$ cat src/rtl/adder_rr_arbiter.sv
// Purpose : shares one external WIDTH-bit adder between NREQ requesters using round-robin arbitration.
// Latency : req sampled in cycle T -> gnt in T+1 -> rsp_valid in T+ADD_LAT+3; one operation in flight.
// Backpr. : requests are only sampled in IDLE; a requester holds req/operands until its gnt pulse.
//
// Ports
//   clk, rst                      : clock, synchronous active-high reset
//   req                           : per-requester request, sampled only while idle
//   req_data_in1 / req_data_in2   : packed operands, channel i at bits [i*WIDTH +: WIDTH]
//   gnt                           : one-hot, one-cycle pulse; that channel's operands were taken
//   rsp_valid / rsp_id / rsp_data : one-cycle result pulse, requester index, sum mod 2^WIDTH
//   busy                          : high while an operation is in progress
//   add_data_in1 / add_data_in2   : registered operands driven to the shared adder
//   add_data_out                  : adder result, valid ADD_LAT cycles after its inputs
module adder_rr_arbiter #(
    parameter int NREQ    = 4,
    parameter int WIDTH   = 4,
    parameter int ADD_LAT = 1,
    localparam int ID_W   = $clog2(NREQ)
) (
    input  logic                  clk,
    input  logic                  rst,
    input  logic [NREQ-1:0]       req,
    input  logic [NREQ*WIDTH-1:0] req_data_in1,
    input  logic [NREQ*WIDTH-1:0] req_data_in2,
    output logic [NREQ-1:0]       gnt,
    output logic                  rsp_valid,
    output logic [ID_W-1:0]       rsp_id,
    output logic [WIDTH-1:0]      rsp_data,
    output logic                  busy,
    output logic [WIDTH-1:0]      add_data_in1,
    output logic [WIDTH-1:0]      add_data_in2,
    input  logic [WIDTH-1:0]      add_data_out
);

    // Wide enough to hold ADD_LAT; a 1-bit counter still exists for ADD_LAT == 0.
    localparam int CNT_W = (ADD_LAT > 0) ? $clog2(ADD_LAT + 1) : 1;

    typedef enum logic [1:0] {
        S_IDLE = 2'd0,
        S_WAIT = 2'd1,
        S_RESP = 2'd2
    } state_t;

    state_t            state;
    state_t            state_nxt;

    logic [ID_W-1:0]   ptr;        // highest-priority requester for the next arbitration
    logic [ID_W-1:0]   cur_id;     // requester owning the in-flight operation
    logic [CNT_W-1:0]  wait_cnt;   // adder pipeline cycles still to wait out

    logic              pick_vld;
    logic [ID_W-1:0]   pick_id;
    logic [ID_W-1:0]   ptr_nxt;
    logic [WIDTH-1:0]  pick_op1;
    logic [WIDTH-1:0]  pick_op2;

    // Round-robin search starting at p. The loop walks from the farthest
    // candidate to the nearest, so the nearest set request overwrites the
    // result last and wins without needing an early exit.
    function automatic logic [ID_W:0] rr_pick(
        input logic [NREQ-1:0] r,
        input logic [ID_W-1:0] p
    );
        logic [ID_W:0] res;
        logic [ID_W:0] cand;
        res = '0;
        for (int k = NREQ - 1; k >= 0; k--) begin
            cand = {1'b0, p} + (ID_W+1)'(k);
            if (cand >= (ID_W+1)'(NREQ)) begin
                cand = cand - (ID_W+1)'(NREQ);
            end
            if (r[cand[ID_W-1:0]]) begin
                res = {1'b1, cand[ID_W-1:0]};
            end
        end
        return res;
    endfunction

    // Arbitration result and the selected channel's operands.
    always_comb begin
        pick_vld = 1'b0;
        pick_id  = '0;
        pick_op1 = '0;
        pick_op2 = '0;
        ptr_nxt  = ptr;

        {pick_vld, pick_id} = rr_pick(req, ptr);

        for (int i = 0; i < NREQ; i++) begin
            if (ID_W'(i) == pick_id) begin
                pick_op1 = req_data_in1[i*WIDTH +: WIDTH];
                pick_op2 = req_data_in2[i*WIDTH +: WIDTH];
            end
        end

        // Pointer moves just past the winner so it drops to lowest priority.
        if (pick_id == ID_W'(NREQ - 1)) begin
            ptr_nxt = '0;
        end else begin
            ptr_nxt = pick_id + 1'b1;
        end
    end

    // State register.
    always_ff @(posedge clk) begin
        if (rst) begin
            state <= S_IDLE;
        end else begin
            state <= state_nxt;
        end
    end

    // Next-state logic and the busy output.
    always_comb begin
        state_nxt = state;
        busy      = (state != S_IDLE);
        case (state)
            S_IDLE: begin
                if (pick_vld) begin
                    state_nxt = S_WAIT;
                end
            end
            S_WAIT: begin
                if (wait_cnt == '0) begin
                    state_nxt = S_RESP;
                end
            end
            S_RESP: begin
                state_nxt = S_IDLE;
            end
            default: begin
                state_nxt = S_IDLE;
            end
        endcase
    end

    // Datapath registers. gnt and rsp_valid default low each cycle so they
    // only ever pulse for one clock. rsp_valid is raised on the edge that
    // leaves RESP, which places the pulse in the first cycle back in IDLE.
    always_ff @(posedge clk) begin
        if (rst) begin
            gnt          <= '0;
            rsp_valid    <= 1'b0;
            rsp_id       <= '0;
            rsp_data     <= '0;
            add_data_in1 <= '0;
            add_data_in2 <= '0;
            ptr          <= '0;
            cur_id       <= '0;
            wait_cnt     <= '0;
        end else begin
            gnt       <= '0;
            rsp_valid <= 1'b0;
            case (state)
                S_IDLE: begin
                    if (pick_vld) begin
                        gnt          <= NREQ'(1) << pick_id;
                        add_data_in1 <= pick_op1;
                        add_data_in2 <= pick_op2;
                        cur_id       <= pick_id;
                        ptr          <= ptr_nxt;
                        wait_cnt     <= CNT_W'(ADD_LAT);
                    end
                end
                S_WAIT: begin
                    // On the last wait cycle the adder output reflects the
                    // operands latched at grant time.
                    if (wait_cnt == '0) begin
                        rsp_data <= add_data_out;
                        rsp_id   <= cur_id;
                    end else begin
                        wait_cnt <= wait_cnt - 1'b1;
                    end
                end
                S_RESP: begin
                    rsp_valid <= 1'b1;
                end
                default: begin
                end
            endcase
        end
    end

endmodule

$ cat config.mk
export PLATFORM = sky130hd
export DESIGN_NAME = adder_rr_arbiter
export DESIGN_NICKNAME = d
export VERILOG_FILES = /design/src/rtl/adder_rr_arbiter.sv
export SDC_FILE = /design/constraint.sdc
export NUM_CORES = 1
export LEC_CHECK = 0
export CAP_MARGIN = 20
export CORE_ASPECT_RATIO = 0.8
export CORE_MARGIN = 2
export CORE_UTILIZATION = 44
export CTS_CLUSTER_DIAMETER = 100
export DETAILED_ROUTE_END_ITERATION = 6
export PLACE_DENSITY = 0.85
export SYNTH_ARGS = -nofsm -noshare
export SYNTH_HDL_FRONTEND = slang
export SYNTH_SLANG_ARGS = --single-unit
$ cat constraint.sdc
create_clock -name clk -period 3.9 [get_ports clk]
set_input_delay 0.585 -clock clk [delete_from_list [all_inputs] [get_ports clk]]
set_output_delay 0.585 -clock clk [all_outputs]
set_load 0.05 [all_outputs]
==> results.tsv <==
stage	metric	value	unit
outcome	status	completed	
sta	RSZ-0062 raised after global routing	false	
clocking	setup bufs post-CTS	0	
power_and_ir_drop	Sw Pwr	0.000328	W
clocking	Resized Gates After CTS	0	
floorplanning	Die Y	53.3	um
cells_and_area	antenna cell count	0	
clocking	clk_lat worst skew	260	ps
power_and_ir_drop	sequential power share	0.375	
routing	# DRC	0	
critical_path	CP Launch Type	primary input	
routing	average routed wire per standard cell	14.3	um
routing	via count	1332	
clocking	CTS Sinks	26	
floorplanning	starting density of the core	0.473	
sta	Slew @ Worst Pin	744	ps
clocking	Num CTS Buffers	3	
critical_path	Worst Path Class, Setup	primary input to flip-flop	
placement	worst slack at placement	822	ps
floorplanning	DIE AREA	0.00350	sq mm
yosys	syn nets	204	
clocking	Hold Buf Count CTS	0	
yosys	Syn Inst Count	158	
grt	largest net degree at the start of global routing	24	
routing	Via-to-Cell Ratio	5.33	
cells_and_area	design area	0.00199	sq mm
cells_and_area	most common cell after layout, fill and taps aside	clkdlybuf4s50_1	
cells_and_area	Area growth syn-to-layout	49.0	%
power_and_ir_drop	Leak	0.777	nW
critical_path	crit path max fanout	16	
yosys	register area share after synthesis	0.389	
job	max-cap violation count	0	
routing	DRT iter0 DRCs	50	
placement	DP Area	0.00195	sq mm
yosys	Netlist cell types	31	
yosys	Cell Area, Synth	0.00134	sq mm
sta	Hold WS	485	ps
placement	final estimated routing congestion in global placement	0.855	
critical_path	CP arrival	2990	ps
sta	final hold vios	0	
clocking	clock slew at reported path FFs	80	ps
grt	GR Util All Layers	0.210	
yosys	Synthesis Warnings	0	
floorplanning	Die Width	65.7	um
routing	antenna-violating nets left	0	
sta	Fin Clk Skew	3.55	ps
cells_and_area	most frequent cells in the layout	clkdlybuf4s50_1, dfxtp_1, nor2_1	
power_and_ir_drop	Switching Share	0.385	
cells_and_area	share of layout cells above drive strength 1	0.0896	
sta	fin. max-slew vios	0	
critical_path	CP Capture Type	flip-flop	
power_and_ir_drop	PD cells	427	mW/mm^2
yosys	Seq cells post-synth	26	
sta	setup slack after layout	1060	ps
clocking	clock root cell	clkbuf_8	
power_and_ir_drop	Tot Pwr	0.000851	W
clocking	CTS Buffer Depth	2	
grt	GR Overflow Total	0	
grt	number of global-route vias before repair	1256	
floorplanning	I/O pin cnt	62	
clocking	TritonCTS clock tree	yes	
floorplanning	row count	17	
floorplanning	core area	0.00283	sq mm
placement	I/O Buffers	61	
grt	global-route wire length before repair	5590	um
power_and_ir_drop	P_int	0.000523	W
worst_hold_path	Worst Hold Class	flip-flop to flip-flop	
critical_path	worst path required time	4050	ps
sta	Final TNS setup	0	ps
routing	WL final	3570	um
sta	period utilization	0.728	
sta	Slew HR	0.503	
routing	DR pass1 iterations	4	
grt	initial antenna violation count	0	
sta	min cycle time layout	2840	ps
placement	HPWL after detailed placement	2700	um
sta	setup violators final	0	
power_and_ir_drop	Max VDD drop	0.000304	V
yosys	Syn Area/Cell	8.47	sq um
power_and_ir_drop	clock share of power	0.172	
clocking	H-tree depth	1	
sta	Peak Freq	352	MHz
power_and_ir_drop	Gate power share	0.453	
cells_and_area	Final #Nets	260	
-- critical path, stage by stage --
cell and delay, ps:
clkdlybuf4s50_1 580, a21oi_1 110, o21a_1 200, o22ai_1 300, inv_1 140, ha_1 390, a21oi_1 220, o21ai_0 130
a221oi_2 270, nor3_2 70
-- power by group through the flow --
| stage | combinational [W] | sequential, W | clock (W) |
|---|---|---|---|
| after global placement | 0.000371 | 0.000323 | 0 |
| after floorplan | 0.000178 | 0.000405 | 0 |
| after detailed placement | 0.000381 | 0.000326 | 0 |
| after CTS | 0.000383 | 0.000319 | 0.000151 |
| final | 0.000386 | 0.000319 | 0.000146 |
| after global routing | 0.000413 | 0.000324 | 0.000161 |
-- path summary, 6_finish.rpt --
| kind | start | to | slack [ps] | cells after the start |
|---|---|---|---|---|
| worst max-delay path | req[0] | add_data_in2[3] | 1060 | 10 |
| worst min-delay path | cur_id[1] | cur_id[1] | 480 | 2 |
| worst max register to register | ptr[1] | add_data_in2[3] | 1510 | 9 |
| worst min register to register | cur_id[1] | cur_id[1] | 480 | 2 |
-- cells by family (layout without fill, tap and decap cells) --
kind of cell / count (synthesis) / count (layout) / synth area share
AOI/OAI and AO/OA: 42 / 42 / 0.223
adders and majority gates: 4 / 4 / 0.0374
buffers and inverters: 22 / 76 / 0.0692
DFF: 26 / 26 / 0.389
muxes: 7 / 7 / 0.0523
and+or+nand+nor: 57 / 57 / 0.229
-- layout make-up --
type                       count  area [sq um]
fill                         220           835
tap                           38          47.5
inverter                      11          41.3
sequential                    26           520
multi-input combinational    110           726
timing repair buffer          62           618
clock buffer                   3          41.3
-- registers in the layout (all words and copies together), names as in the netlist --
register,flops
wait_cnt,1
rsp_data,4
rsp_valid,1
add_data_in2,4
rsp_id,2
gnt,4
add_data_in1,4
ptr,2
state,2
cur_id,2
-- metrics by stage --
stage	utilization	std cells
after floorplan	-	158
after global placement	0.690	247
after CTS	0.705	250
final	0.705	250
after detailed placement	0.690	247
after global routing	0.705	250
-- synthesized netlist by cell type, drive strengths merged --
library cell | count | area (sq um)
nor4 | 1 | 21.3
o221ai | 2 | 23.8
nand2b | 1 | 6.26
mux2i | 7 | 70.1
nor2b | 3 | 18.8
nand2 | 12 | 45.0
or2 | 2 | 15.0
o22ai | 1 | 6.26
buf | 4 | 25.0
a21oi | 20 | 100
nor3b | 1 | 7.51
clkbuf | 7 | 26.3
o21a | 1 | 7.51
and3 | 1 | 6.26
a211oi | 1 | 12.5
or3b | 1 | 8.76
nand3b | 2 | 15.0
ha | 4 | 50.1
nor2 | 22 | 82.6
a221oi | 8 | 101
nor3 | 11 | 80.1
inv | 11 | 41.3
o21ai | 8 | 40.0
a21boi | 1 | 7.51
dfxtp | 26 | 521
-- per-layer routing --
metal / wire [um] / global-route usage / vias to the layer above / share of wire
li1: - / - / 655 / -
met1: 1530 / 0.245 / 632 / 0.43
met2: 1850 / 0.396 / 43 / 0.52
met3: 162 / 0.0404 / 2 / 0.045
met4: 21 / 0.0486 / 0 / 0.0059
met5: 0 / 0 / - / 0
Power figures use the tool's default switching activity.
